[config.mk]
export PLATFORM = sky130hd
export DESIGN_NAME = quick_spi
export DESIGN_NICKNAME = d
export VERILOG_FILES = /design/src/rtl/quick_spi_pkg.sv /design/src/rtl/quick_spi_sck_gen.sv /design/src/rtl/quick_spi.sv
export SDC_FILE = /design/constraint.sdc
export NUM_CORES = 1
export LEC_CHECK = 0
export ABC_AREA = 1
export BUFFER_PORTS_ARGS = -buffer_cell sky130_fd_sc_hd__buf_2
export CAP_MARGIN = 5
export CORE_ASPECT_RATIO = 1.75
export CORE_MARGIN = 5
export CORE_UTILIZATION = 35
export DETAILED_ROUTE_END_ITERATION = 10
export PLACE_DENSITY = 0.58
export SYNTH_ARGS = -nofsm -noshare
export SYNTH_HDL_FRONTEND = slang
export SYNTH_SLANG_ARGS = --single-unit
export TNS_END_PERCENT = 1
[constraint.sdc]
create_clock -name clk -period 3.3 [get_ports clk]
set_input_delay 0.495 -clock clk [delete_from_list [all_inputs] [get_ports clk]]
set_output_delay 0.495 -clock clk [all_outputs]
set_load 0.02 [all_outputs]
[src/rtl/quick_spi_pkg.sv]
// Shared SPI definitions: bus mode constants and the transfer FSM state type.
package quick_spi_pkg;

  // Mode 0: SCK idles low, data sampled on the rising edge.
  localparam bit SPI_CPOL = 1'b0;

  typedef enum logic {
    ST_IDLE     = 1'b0,
    ST_TRANSFER = 1'b1
  } spi_state_e;

  function automatic int unsigned cnt_width(input int unsigned n);
    return (n > 1) ? $clog2(n) : 1;
  endfunction

endpackage

[src/rtl/quick_spi_sck_gen.sv]
// SCK generator: free-running divider that runs only while enabled and
// flags the clk edges on which SCK rises and falls.
module quick_spi_sck_gen
  import quick_spi_pkg::*;
#(
  parameter int CLK_DIV = 2
) (
  input  logic clk,
  input  logic rst,
  input  logic en,
  output logic sck,
  output logic rise_tick,
  output logic fall_tick
);

  localparam logic [CLK_DIV-1:0] HALF_LAST   = CLK_DIV'((1 << (CLK_DIV - 1)) - 1);
  localparam logic [CLK_DIV-1:0] PERIOD_LAST = '1;

  logic [CLK_DIV-1:0] ctr;

  // Ticks mark the edge on which ctr leaves H-1 (SCK rises) or P-1 (SCK falls).
  assign rise_tick = en && (ctr == HALF_LAST);
  assign fall_tick = en && (ctr == PERIOD_LAST);

  // sck always equals the counter MSB while enabled, held idle otherwise.
  always_ff @(posedge clk) begin
    if (rst || !en) begin
      ctr <= '0;
      sck <= SPI_CPOL;
    end else begin
      ctr <= ctr + 1'b1;
      if (rise_tick) begin
        sck <= ~SPI_CPOL;
      end else if (fall_tick) begin
        sck <= SPI_CPOL;
      end
    end
  end

endmodule

[src/rtl/quick_spi.sv]
// Single-transfer SPI master, mode 0, MSB first, full duplex.
// A start pulse while idle shifts DATA_WIDTH bits out on mosi and in from miso.
module quick_spi
  import quick_spi_pkg::*;
#(
  parameter int CLK_DIV    = 2,
  parameter int DATA_WIDTH = 8
) (
  input  logic                  clk,
  input  logic                  rst,
  input  logic                  miso,
  output logic                  mosi,
  output logic                  sck,
  input  logic                  start,
  input  logic [DATA_WIDTH-1:0] data_in,
  output logic [DATA_WIDTH-1:0] data_out,
  output logic                  busy,
  output logic                  new_data
);

  localparam int              CNT_W    = cnt_width(DATA_WIDTH);
  localparam logic [CNT_W-1:0] LAST_BIT = CNT_W'(DATA_WIDTH - 1);

  spi_state_e            state;
  spi_state_e            state_next;
  logic [DATA_WIDTH-1:0] shift;
  logic [DATA_WIDTH-1:0] shift_in;
  logic [CNT_W-1:0]      bit_cnt;
  logic                  rx_bit;
  logic                  rise_tick;
  logic                  fall_tick;
  logic                  accept;
  logic                  done;

  quick_spi_sck_gen #(
    .CLK_DIV(CLK_DIV)
  ) u_sck_gen (
    .clk      (clk),
    .rst      (rst),
    .en       (busy),
    .sck      (sck),
    .rise_tick(rise_tick),
    .fall_tick(fall_tick)
  );

  assign shift_in = {shift[DATA_WIDTH-2:0], rx_bit};

  always_ff @(posedge clk) begin
    if (rst) begin
      state <= ST_IDLE;
    end else begin
      state <= state_next;
    end
  end

  always_comb begin
    state_next = state;
    case (state)
      ST_IDLE:     if (start) state_next = ST_TRANSFER;
      ST_TRANSFER: if (fall_tick && (bit_cnt == LAST_BIT)) state_next = ST_IDLE;
      default:     state_next = ST_IDLE;
    endcase
  end

  always_comb begin
    busy   = 1'b0;
    accept = 1'b0;
    done   = 1'b0;
    case (state)
      ST_IDLE:     accept = start;
      ST_TRANSFER: begin
        busy = 1'b1;
        done = fall_tick && (bit_cnt == LAST_BIT);
      end
      default:     ;
    endcase
  end

  // Received bits enter at the LSB and never reach the mosi tap before the
  // final boundary, so an undriven miso cannot leak onto mosi.
  always_ff @(posedge clk) begin
    if (rst) begin
      shift    <= '0;
      bit_cnt  <= '0;
      rx_bit   <= 1'b0;
      mosi     <= 1'b0;
      data_out <= '0;
      new_data <= 1'b0;
    end else begin
      new_data <= done;
      if (accept) begin
        shift   <= data_in;
        bit_cnt <= '0;
        mosi    <= data_in[DATA_WIDTH-1];
      end else if (busy) begin
        if (rise_tick) begin
          rx_bit <= miso;
        end
        if (fall_tick) begin
          shift   <= shift_in;
          bit_cnt <= bit_cnt + 1'b1;
          mosi    <= done ? 1'b0 : shift[DATA_WIDTH-2];
        end
        if (done) begin
          data_out <= shift_in;
        end
      end
    end
  end

endmodule

-- Yosys cells after proc, flatten, opt, wreduce, memory -nomap -nowiden
Index checks and enable logic that the tools add are counted.
- add/subtract/negate cells: 2
- $mul: 0
- divide/modulo/power cells: 0
- $lt $le $gt $ge: 0
- eq/ne operators: 3
- shifts and indexed selects: 0
- multiplexer cells: 15
- bitwise operators: 2
- reductions and logical operators: 13
- operator list (cell ; count):
    $mux W7 ; 3
    $mux W1 ; 11
    $reduce_and A3 Y1 ; 2
    $reduce_bool A2 Y1 ; 3
    $reduce_and A2 Y1 ; 2
    $add A3 B1 Y3 const B ; 1
    $eq A3 B3 Y1 const B ; 1
    $logic_and A1 B1 Y1 ; 3
    $add A2 B1 Y2 const B ; 1
    $eq A2 B1 Y1 const B ; 1
    $eq A2 B2 Y1 const B ; 1
    $not A1 Y1 ; 2
    $pmux W1 S2 ; 1
    $reduce_or A2 Y1 ; 1
    $logic_not A1 Y1 ; 1
    $logic_or A1 B1 Y1 ; 1
- bits in registers: 25
- bits in latches: 0
- memory bits (writable): 0
- ROM bits: 0
- input bits: 12
- word-level logic and storage cells: 44
- memories kept: 0

-- Longest topological paths before layout
Gate-level depths: netlist of the first run.
- depth in word-level cells: 8
- depth in mapped cells: 8

-- Modules after synthesis
Synthesis of the first run repeated with hierarchy kept, for this count alone.
- cell total of the unflattened synthesis: 144
- area total of the unflattened synthesis: 1093.5 sq um
- by module, submodules not included (module ; instances ; cells an instance ; area each (sq um) ; seq. area each (sq um)):
    quick_spi ; 1 ; 127 ; 958.4 ; 440.4
    quick_spi_sck_gen ; 1 ; 17 ; 135.1 ; 60.1

-- Worst setup path after synthesis of the first run
No wires, ideal clock.
- kind: register to register
- start point: reg u_sck_gen.ctr[0]
- end point: reg data_out[0]
- library setup time: 0.113 ns
- arrival time: 1.077 ns
- slack: 2.111 ns
- stages on the path, launching flop included: 9
- buffers on the path: 0
- clock period less this slack: 1.189 ns
- cell sequence: dfxtp_1 -> ha_1 -> nand2_4 -> inv_4 -> nand2_4 -> nand2_2 -> inv_2 -> nand2_1 -> nand2_1
- cells in the longest elaborated chain, start to end: 5
- ends and longest elaborated chain (what ; RTL line ; text):
    from (decl) ; quick_spi_sck_gen.sv:19 ; logic [CLK_DIV-1:0] ctr;
    from (signal assigned) ; quick_spi_sck_gen.sv:31 ; ctr <= ctr + 1'b1;
    $eq A2 B2 Y1 ; quick_spi_sck_gen.sv:23 ; assign fall_tick = en && (ctr == PERIOD_LAST);
    $logic_and A1 B1 Y1 ; quick_spi_sck_gen.sv:23 ;
    $logic_and A1 B1 Y1 ; quick_spi.sv:73 ; done = fall_tick && (bit_cnt == LAST_BIT);
    $mux W1 ; quick_spi.sv:69 ; case (state)
    $reduce_and A3 Y1 (no line) ; n/a ;
    to (signal assigned) ; quick_spi.sv:105 ; data_out <= shift_in;
    to (decl) ; quick_spi.sv:16 ; output logic [DATA_WIDTH-1:0] data_out,
No other way between the ends.
A chain may end at the register's enable or synchronous reset.

-- Final worst setup path of the first run
- start point: reg state
- end point: out busy
- cells in the longest elaborated chain, start to end: 1
- ends and longest elaborated chain (what ; RTL line ; text):
    from (decl) ; quick_spi.sv:24 ; spi_state_e state;
    from (signal assigned) ; quick_spi.sv:52 ; state <= state_next;
    $mux W1 ; quick_spi.sv:69 ;
    to (decl) ; quick_spi.sv:17 ; output logic busy,
No other way between the ends.

==> metrics.cfg, run 1 <==
[status]
outcome=complete, no violations

[critical_path]
setup.worst_path.end=busy
crit_chain=buf_2
cp.arrival_ps=1150
cp-end-kind=output port
rrSetupSlack_ps=1880
timing.rr.end=data_out[1]$_SDFFE_PP0P_
worst-path-max-fanout=12
criticalPathCategory=flop to output port
rr_startpoint=state$_SDFF_PP0_
path_buf_inv=1
cp_slowest_stage_delay_ps=620
reg2regPathDepth=7
startpoint=state$_SDFF_PP0_
cp_top_family=flip-flops
worstPathRequired_ps=2800
start_kind=flop
crit_slowest_cell=dfxtp_1
path_depth=1

[synth]
async_flop_share_pct=0
ys_seq_area_share_pct=47.39
yosysWarnings=0
synthCells=138
synth_top_flop_cell=dfxtp_1
syn_avg_cell_area_um2=7.652
synth_seq_cells=25
synth_edf_count=0
synth_area_um2=1056
synth.distinct_cells=16
syn_nets=154

[floorplan]
rows=26
core_area_um2=2928
start_util_pct=36.07
dieWidth_um=51.52
die_h_um=82.67
die_area_um2=4259
pin_count=24

[global_routing]
grt_first_pass_wirelength_um=3795
grt_max_degree=16
grt_pass1_vias=936
track_usage_pct=11.97
antenna_found_initial=0
grt_overflow=0

[detailed_routing]
routedWlPerCell_um=12.21
viasPerCell=4.789
ant_nets=0
drt_pass1_iterations=4
wirelength_um=2320
num_vias=910
drt_iter0_drc=21
drc=0

[placed_design]
gp_congestion=0.7681
hpwl_um=1816
dp_slack_ps=1895
place_inst=186
numPortBuffers=23
place_area_um2=1189

[timing]
max_slew_margin_pct=68.10
max_freq_ghz=0.6084
rsz0062_at_grt=false
tightest_slew_ps=477.9
finalClockSkew_ps=3.270
setup_ws_ps=1656
hold_viol_final=0
timing.setup.tns_ps=0
maxSlewViolCount=0
min_period_over_period_pct=49.81
period_needed_ps=1644
setup_viol=0

[clock_network]
cts_resized=0
cts_root_buffer=clkbuf_8
cts_made_buffers=3
cts_tree=built
clock-sinks=25
cts_max_path_buffers=2
cts.clk_slew.worst_paths_ps=80
cts_setup_buffers=0
holdBufCountCts=0
insertion_delay_ps=260
htreeDepth=1

[worst_hold_path]
hp-class=flop to flop

[final_layout]
fillerInstances=323
drive_gt1_share_pct=20.99
area_growth_syn_to_layout_pct=16.82
layout.nets=179
final_util_pct=42.14
final_cells=190
antenna_cells=0
multiInputGateArea_um2=479.2
design_area_um2=1234
seqCellArea_um2=500.5

[pwr]
vdd_drop_max_v=0.0002005
p_leak_nw=0.6771
p_per_area_nw_per_um2=439.6

[job]
drv_cap=0

[power by group]
part           internal, mW  switching [mW]  leakage, nW
clock network        0.0862          0.0927       0.0228
logic                0.0170          0.0275        0.451
registers             0.310         0.00882        0.203
total                 0.413           0.129        0.677
[per-stage QoR]
| stage | power (mW) | hold slack (ps) |
|---|---|---|
| finish | 0.5424 | 443.6 |
| global route | 0.5670 | 470.8 |
| detailed placement | 0.3709 | 430.8 |
| global placement | 0.3697 | 425.9 |
| CTS | 0.5475 | 448.9 |
| floorplan | 0.3546 | 421.5 |
[synthesized netlist by cell type, types with 2 or more instances]
cell | number | area, µm²
nand2_4 | 3 | 33.78
inv_2 | 2 | 7.510
buf_2 | 2 | 10.01
a21oi_1 | 10 | 50.05
nand2_1 | 44 | 165.2
ha_1 | 4 | 50.05
inv_1 | 12 | 45.04
nand3_1 | 20 | 100.1
dfxtp_1 | 25 | 500.5
nor2_1 | 10 | 37.54
[worst min-delay path, stage by stage, from the launching register on]
cell and delay, ps:
dfxtp_1 310, nand2_1 60, nand2_1 40
[sequential cells by signal, indices dropped and copies added, names as in the netlist]
| register | flops |
|---|---|
| data_out | 8 |
| shift | 7 |
| bit_cnt | 3 |
| u_sck_gen.ctr | 2 |
| mosi | 1 |
| new_data | 1 |
| rx_bit | 1 |
| state | 1 |
| u_sck_gen.sck | 1 |
[layer usage]
metal	vias up	track usage [%]	part of all wire (%)
li1	480	-	-
met1	404	10.39	39
met2	22	24.36	54
met3	4	1.975	4.5
met4	0	7.087	2.1
met5	-	0	0
[final cells by class]
cell class,instances,area share (%)
multi-input combinational,95,38.84
tap,28,2.840
clock buffer,4,3.651
sequential,25,40.57
inverter,15,4.767
timing repair buffer,23,9.331
[logic make-up (layout without fill, tap and decap cells)]
logic type	after synthesis	after routing	synth area share (%)
XOR/XNOR	1	1	0.8295
adder cells (fa/ha/maj)	4	4	4.740
buffers and inverters	18	42	7.228
flip-flops	25	25	47.39
AND/OR/NAND/NOR	80	80	35.07
AO/OA/AOI/OAI	10	10	4.740
[layout by cell type (no fill, tap or decap)]
cell	count
a21oi_1	10
xor2_1	1
clkbuf_8	3
inv_2	2
clkbuf_1	1
dfxtp_1	25
ha_1	4
nor2_8	1
nand2_2	1
buf_2	23
inv_4	1
nand2_1	44
nand2_4	3
nand3b_1	1
inv_1	12
nand3_1	20
nor2_1	10
[how the worst min path moves through the flow]
stage / start / slack [ps] / endpoint / cells past startpoint
final: data_out[5]$_SDFFE_PP0P_ / 440 / data_out[5]$_SDFFE_PP0P_ / 2
after global placement: data_out[5]$_SDFFE_PP0P_ / 430 / data_out[5]$_SDFFE_PP0P_ / 2
after global routing: data_out[0]$_SDFFE_PP0P_ / 470 / data_out[0]$_SDFFE_PP0P_ / 2
after CTS: data_out[5]$_SDFFE_PP0P_ / 450 / data_out[5]$_SDFFE_PP0P_ / 2
after floorplan: u_sck_gen.ctr[0]$_SDFF_PP0_ / 420 / u_sck_gen.ctr[0]$_SDFF_PP0_ / 1
after detailed placement: data_out[0]$_SDFFE_PP0P_ / 430 / data_out[0]$_SDFFE_PP0P_ / 2
Power figures use the tool's default switching activity.
==> inputs of run 2 (changes only) <==
- clock period: 3.3 -> 1.72 ns (I/O delays scaled with it)
==> metrics.cfg, run 2 (same netlist as run 1, synthesis figures left out) <==
[status]
outcome=complete, no violations  ; unchanged

[timing]
maxSlewViolCount=0  ; unchanged
min_period_over_period_pct=80.46
tightest_slew_ps=289.5  ; was 477.9 ps
rsz0062_at_grt=false  ; unchanged
hold_viol_final=0  ; unchanged
period_needed_ps=1384
timing.setup.tns_ps=0  ; unchanged
finalClockSkew_ps=1.734  ; was 3.270 ps
holdWs_ps=247.8  ; was 443.6 ps
max_slew_margin_pct=80.63  ; was 68.10%
setup_viol=0  ; unchanged
max_freq_ghz=0.7226

[global_routing]
grt_pass1_vias=931  ; was 936
grt_max_degree=16  ; unchanged
track_usage_pct=12.00  ; was 11.97%
grt_overflow=0  ; unchanged
antenna_found_initial=0  ; unchanged
grt_first_pass_wirelength_um=3912  ; was 3795 µm

[pwr]
power_switching_mw=0.2431  ; was 0.1291 mW
p_seq_share_pct=58.5  ; was 58.8%
p_leak_nw=0.6822  ; was 0.6771 nW
p_per_area_nw_per_um2=836.3  ; was 439.6 nW/µm²
comb_power_share_pct=8.7  ; was 8.2%
vdd_drop_max_v=0.0003809  ; was 0.0002005 V
netSwitchingFraction_pct=23.42  ; was 23.79%
p_int_mw=0.7950  ; was 0.4133 mW
clkPwrFrac_pct=32.7  ; was 33.0%

[clock_network]
htreeDepth=1  ; unchanged
insertion_delay_ps=260  ; about the same
cts_tree=built  ; unchanged
cts_resized=0  ; unchanged
cts_max_path_buffers=2  ; unchanged
cts_setup_buffers=0  ; unchanged
cts.clk_slew.worst_paths_ps=80  ; about the same
holdBufCountCts=0  ; unchanged
cts_made_buffers=3  ; unchanged
clock-sinks=25  ; unchanged
cts_root_buffer=clkbuf_8  ; unchanged

[final_layout]
layout.nets=180  ; was 179
drive_gt1_share_pct=21.47  ; was 20.99%
largest-register=data_out  ; unchanged
reg.largest.list=data_out x8, shift x7, bit_cnt x3  ; unchanged
fillerInstances=317  ; was 323
final_common_cell=nand2_1  ; unchanged
layout_common_cells=nand2_1, dfxtp_1, buf_2  ; unchanged
antenna_cells=0  ; unchanged
largest_reg_flops=8  ; unchanged
area_growth_syn_to_layout_pct=17.54  ; was 16.82%

[floorplan]
rows=26  ; unchanged
die_area_um2=4259  ; unchanged
pin_count=24  ; unchanged
core_area_um2=2928  ; unchanged
start_util_pct=36.07  ; unchanged
dieWidth_um=51.52  ; unchanged
die_h_um=82.67  ; unchanged

[critical_path]
cp-end-kind=flop  ; was output port
criticalPathCategory=flop to flop  ; was flop to output port
timing.rr.end=data_out[7]$_SDFFE_PP0P_  ; was data_out[1]$_SDFFE_PP0P_
reg2regPathDepth=8  ; was 7
cp.arrival_ps=1550  ; was 1150 ps
worst-path-max-fanout=15  ; was 12
start_kind=flop  ; unchanged
rrSetupSlack_ps=340  ; was 1880 ps
rr_startpoint=u_sck_gen.ctr[0]$_SDFF_PP0_  ; was state$_SDFF_PP0_
worstPathRequired_ps=1890  ; was 2800 ps

[detailed_routing]
num_vias=919  ; was 910
wirelength_um=2198  ; was 2320 µm
wl_met1_um=889  ; was 909 µm
highest_layer=met4  ; unchanged
drt_pass1_iterations=4  ; unchanged
routedWlPerCell_um=11.51  ; was 12.21 µm
wl_met2_um=1176  ; was 1256 µm
ant_nets=0  ; unchanged
drt_iter0_drc=19  ; was 21
viasPerCell=4.812  ; was 4.789
drc=0  ; unchanged
met3_length_um=79  ; was 104 µm

[worst_hold_path]
hp-class=input port to flop  ; was flop to flop
min_path_cells=3  ; was 2
min_from=miso  ; was data_out[5]$_SDFFE_PP0P_
hold_end=rx_bit$_SDFFE_PP0P_  ; was data_out[5]$_SDFFE_PP0P_

[placed_design]
numPortBuffers=23  ; unchanged
hpwl_um=1773  ; was 1816 µm
gp_congestion=0.7856  ; was 0.7681

[job]
drv_cap=0  ; unchanged

-- run 2: cell count changes in the layout (fill, tap and decap cells not counted) --
cell,change
buf_4,+1
-- run 2: metal layers --
layer | GRT usage (%) | up-vias
li1 | - | 487
met1 | 12.58 | 404
met2 | 22.19 | 21
met3 | 2.334 | 7
met4 | 6.037 | 0
met5 | 0 | -
-- run 2: worst max-delay path: stages, from the launching register on --
cell     delay, ps
dfxtp_1        370
ha_1           310
nand2_4        170
inv_4          110
nand2_4         70
nand2_2         70
inv_2           70
nand2_1         70
nand2_1         40
-- run 2: stage by stage --
| step | cells | power [mW] | setup WS [ps] | area, µm² | utilization (%) |
|---|---|---|---|---|---|
| 2_1_floorplan | 138 | 0.6803 | 530.5 | 1056 | - |
| 3_3_place_gp | 187 | 0.7120 | 391.6 | 1196 | 40.85 |
| 3_5_place_dp | 187 | 0.7128 | 330.5 | 1196 | 40.85 |
| 4_1_cts | 191 | 1.047 | 319.1 | 1241 | 42.39 |
| 5_1_grt | 191 | 1.093 | 200.1 | 1241 | 42.39 |
| 6_report | 191 | 1.038 | 336.1 | 1241 | 42.39 |
-- run 2: power groups by stage --
stage	combinational, mW	clock (mW)	sequential (mW)
floorplan	0.0578	0	0.622
global placement	0.0906	0	0.621
detailed placement	0.0917	0	0.621
CTS	0.0921	0.348	0.608
global route	0.105	0.378	0.610
finish	0.0907	0.340	0.608
-- run 2: worst max path at each step --
stage,slack (ps),from,depth (start not counted),endpoint
after floorplan,530,u_sck_gen.ctr[0]$_SDFF_PP0_,8,data_out[0]$_SDFFE_PP0P_
after global placement,390,u_sck_gen.ctr[0]$_SDFF_PP0_,8,data_out[3]$_SDFFE_PP0P_
after detailed placement,330,u_sck_gen.ctr[0]$_SDFF_PP0_,8,data_out[7]$_SDFFE_PP0P_
after CTS,320,u_sck_gen.ctr[0]$_SDFF_PP0_,8,data_out[7]$_SDFFE_PP0P_
after global routing,200,u_sck_gen.ctr[0]$_SDFF_PP0_,8,data_out[4]$_SDFFE_PP0P_
final,340,u_sck_gen.ctr[0]$_SDFF_PP0_,8,data_out[7]$_SDFFE_PP0P_
-- run 2: final cells by class --
class / instances / area, µm² / area share (%)
sequential: 25 / 500.5 / 40.32
multi-input combinational: 95 / 479.2 / 38.61
timing repair buffer: 24 / 122.6 / 9.879
inverter: 15 / 58.81 / 4.738
clock buffer: 4 / 45.04 / 3.629
tap: 28 / 35.03 / 2.823
==> inputs of run 3 (changes only) <==
- PLACE_DENSITY: 0.58 -> 0.6
- clock period: 1.72 -> 1.2 ns (I/O delays scaled with it)
==> metrics.cfg, run 3 (same netlist as run 1, synthesis figures left out) <==
[clock_network]
insertion_delay_ps=260  ; about the same
htreeDepth=1  ; unchanged
cts_root_buffer=clkbuf_8  ; unchanged
clock-sinks=25  ; unchanged
holdBufCountCts=0  ; unchanged
cts_max_path_buffers=2  ; unchanged
cts.clk_slew.worst_paths_ps=80  ; about the same
cts_made_buffers=3  ; unchanged
cts_tree=built  ; unchanged

[floorplan]
die_h_um=82.67  ; unchanged
dieWidth_um=51.52  ; unchanged
pin_count=24  ; unchanged
rows=26  ; unchanged
die_area_um2=4259  ; unchanged
start_util_pct=36.07  ; unchanged
core_area_um2=2928  ; unchanged

[status]
outcome=complete, no violations  ; unchanged

[critical_path]
crit_chain=ha_2, ha_4, nand2_4, nand2_2, inv_4, nand2_1, nand2_1  ; was ha_1, nand2_4, inv_4, nand2_4, nand2_2, inv_2, nand2_1, nand2_1
worst-path-max-fanout=8  ; was 15
cp_slowest_stage_delay_ps=340  ; was 370 ps
start_kind=flop  ; unchanged
cpMostUsedCell=nand2_1
cp-end-kind=flop  ; unchanged
timing.rr.end=data_out[2]$_SDFFE_PP0P_  ; was data_out[7]$_SDFFE_PP0P_
rr_startpoint=bit_cnt[0]$_SDFFE_PP0P_  ; was u_sck_gen.ctr[0]$_SDFF_PP0_
worstPathRequired_ps=1410  ; was 1890 ps
criticalPathCategory=flop to flop  ; unchanged
rrSetupSlack_ps=90  ; was 340 ps
startpoint=bit_cnt[0]$_SDFFE_PP0P_  ; was u_sck_gen.ctr[0]$_SDFF_PP0_
crit_slowest_cell=dfxtp_2  ; was dfxtp_1
reg2regPathDepth=7  ; was 8
cp.arrival_ps=1320  ; was 1550 ps

[final_layout]
antenna_cells=0  ; unchanged
final_util_pct=45.13  ; was 42.39%
reg.largest.list=data_out x8, shift x7, bit_cnt x3  ; unchanged
largest-register=data_out  ; unchanged
seqCellArea_um2=505.5  ; was 500.5 µm²
layout.nets=186  ; was 180
area_growth_syn_to_layout_pct=25.12  ; was 17.54%
fillerInstances=323  ; was 317
drive_gt1_share_pct=28.40  ; was 21.47%
largest_reg_flops=8  ; unchanged
layout_common_cells=nand2_1, buf_2, dfxtp_1  ; was nand2_1, dfxtp_1, buf_2
final_common_cell=nand2_1  ; unchanged
multiInputGateArea_um2=506.7  ; was 479.2 µm²

[pwr]
vdd_drop_max_v=0.0007047  ; was 0.0003809 V
comb_power_share_pct=9.3  ; was 8.7%
power_switching_mw=0.3536  ; was 0.2431 mW
p_seq_share_pct=58.3  ; was 58.5%
netSwitchingFraction_pct=23.56  ; was 23.42%
p_leak_nw=0.7040  ; was 0.6822 nW
clkPwrFrac_pct=32.4  ; was 32.7%
p_int_mw=1.147  ; was 0.7950 mW
p_per_area_nw_per_um2=1136  ; was 836.3 nW/µm²

[timing]
max_slew_margin_pct=79.11  ; was 80.63%
max_freq_ghz=0.8989  ; was 0.7226 GHz
setup_ws_ps=87.55  ; was 336.1 ps
maxSlewViolCount=0  ; unchanged
tightest_slew_ps=312.1  ; was 289.5 ps
setup_viol=0  ; unchanged
finalClockSkew_ps=1.191  ; was 1.734 ps
period_needed_ps=1112  ; was 1384 ps
hold_viol_final=0  ; unchanged
min_period_over_period_pct=92.70  ; was 80.46%
rsz0062_at_grt=false  ; unchanged

[global_routing]
grt_pass1_vias=919  ; was 931
grt_first_pass_wirelength_um=3753  ; was 3912 µm
grt_overflow=0  ; unchanged
track_usage_pct=11.37  ; was 12.00%
grt_max_degree=14  ; was 16
antenna_found_initial=0  ; unchanged

[detailed_routing]
wl_met1_um=863  ; was 889 µm
drc=0  ; unchanged
met3_length_um=106  ; was 79 µm
wirelength_um=2318  ; was 2198 µm
wl_met2_um=1328  ; was 1176 µm
drt_pass1_iterations=4  ; unchanged
num_vias=947  ; was 919
drt_iter0_drc=14  ; was 19
highest_layer=met4  ; unchanged
routedWlPerCell_um=11.77  ; was 11.51 µm
viasPerCell=4.807  ; was 4.812
ant_nets=0  ; unchanged

[worst_hold_path]
hold_end=state$_SDFF_PP0_  ; was rx_bit$_SDFFE_PP0P_
min_from=start  ; was miso
min_path_cells=3  ; unchanged
hp-class=input port to flop  ; unchanged

[placed_design]
numPortBuffers=23  ; unchanged
dp_slack_ps=-19.93  ; was 330.5 ps
gp_congestion=0.7924  ; was 0.7856
hpwl_um=1843  ; was 1773 µm

[job]
drv_cap=0  ; unchanged

## run 3: cell types whose count changed in the layout (fill, tap and decap cells not counted), sizes merged
| cell | previous run | this run |
|---|---|---|
| buf | 24 | 30 |
## run 3: layer usage
metal	track usage (%)	up-vias
li1	-	494
met1	11.48	427
met2	22.32	24
met3	1.795	2
met4	4.724	0
met5	0	-
## run 3: how the worst max path moves through the flow
stage	to	slack, ps	depth (start not counted)
floorplan	data_out[0]$_SDFFE_PP0P_	10	8
global placement	data_out[6]$_SDFFE_PP0P_	30	7
detailed placement	data_out[2]$_SDFFE_PP0P_	-20	7
CTS	data_out[2]$_SDFFE_PP0P_	8	8
global route	data_out[2]$_SDFFE_PP0P_	10	7
finish	data_out[2]$_SDFFE_PP0P_	90	7
## run 3: repair_timing
action,4_1_cts,5_1_grt
buffers inserted,0,0
gates resized for setup,2,8
endpoints found under the setup margin,8,11
pin swaps,0,1
hold endpoints to repair,0,0
## run 3: layout make-up
class	instances	share of cell area, %
multi-input combinational	95	38.35
sequential	25	38.26
tap	28	2.652
clock buffer	4	3.409
timing repair buffer	30	12.69
inverter	15	4.640
## run 3: metrics by stage
step           hold slack [ps]  instance area (µm²)  TNS, ps  cells  power (mW)
6_report                 186.0                 1321        0    197       1.501
5_1_grt                  213.1                 1321        0    197       1.557
4_1_cts                  189.2                 1291        0    197       1.516
3_5_place_dp             428.6                 1241   -105.5    193       1.031
3_3_place_gp             425.3                 1241        0    193       1.028
2_1_floorplan            327.1                 1056        0    138      0.9750
## run 3: power groups by stage
| stage | combinational [mW] | sequential (mW) | clock (mW) |
|---|---|---|---|
| final | 0.140 | 0.875 | 0.486 |
| after global placement | 0.136 | 0.891 | 0 |
| after CTS | 0.141 | 0.872 | 0.503 |
| after detailed placement | 0.139 | 0.891 | 0 |
| after floorplan | 0.0829 | 0.892 | 0 |
| after global routing | 0.157 | 0.879 | 0.522 |
## run 3: worst max-delay path, delay by kind of cell (launching register included)
| family | cells | cell delay [ps] |
|---|---|---|
| AND/OR/NAND/NOR | 4 | 280 |
| flip-flops | 1 | 340 |
| buffers and inverters | 1 | 90 |
| adder cells (fa/ha/maj) | 2 | 370 |
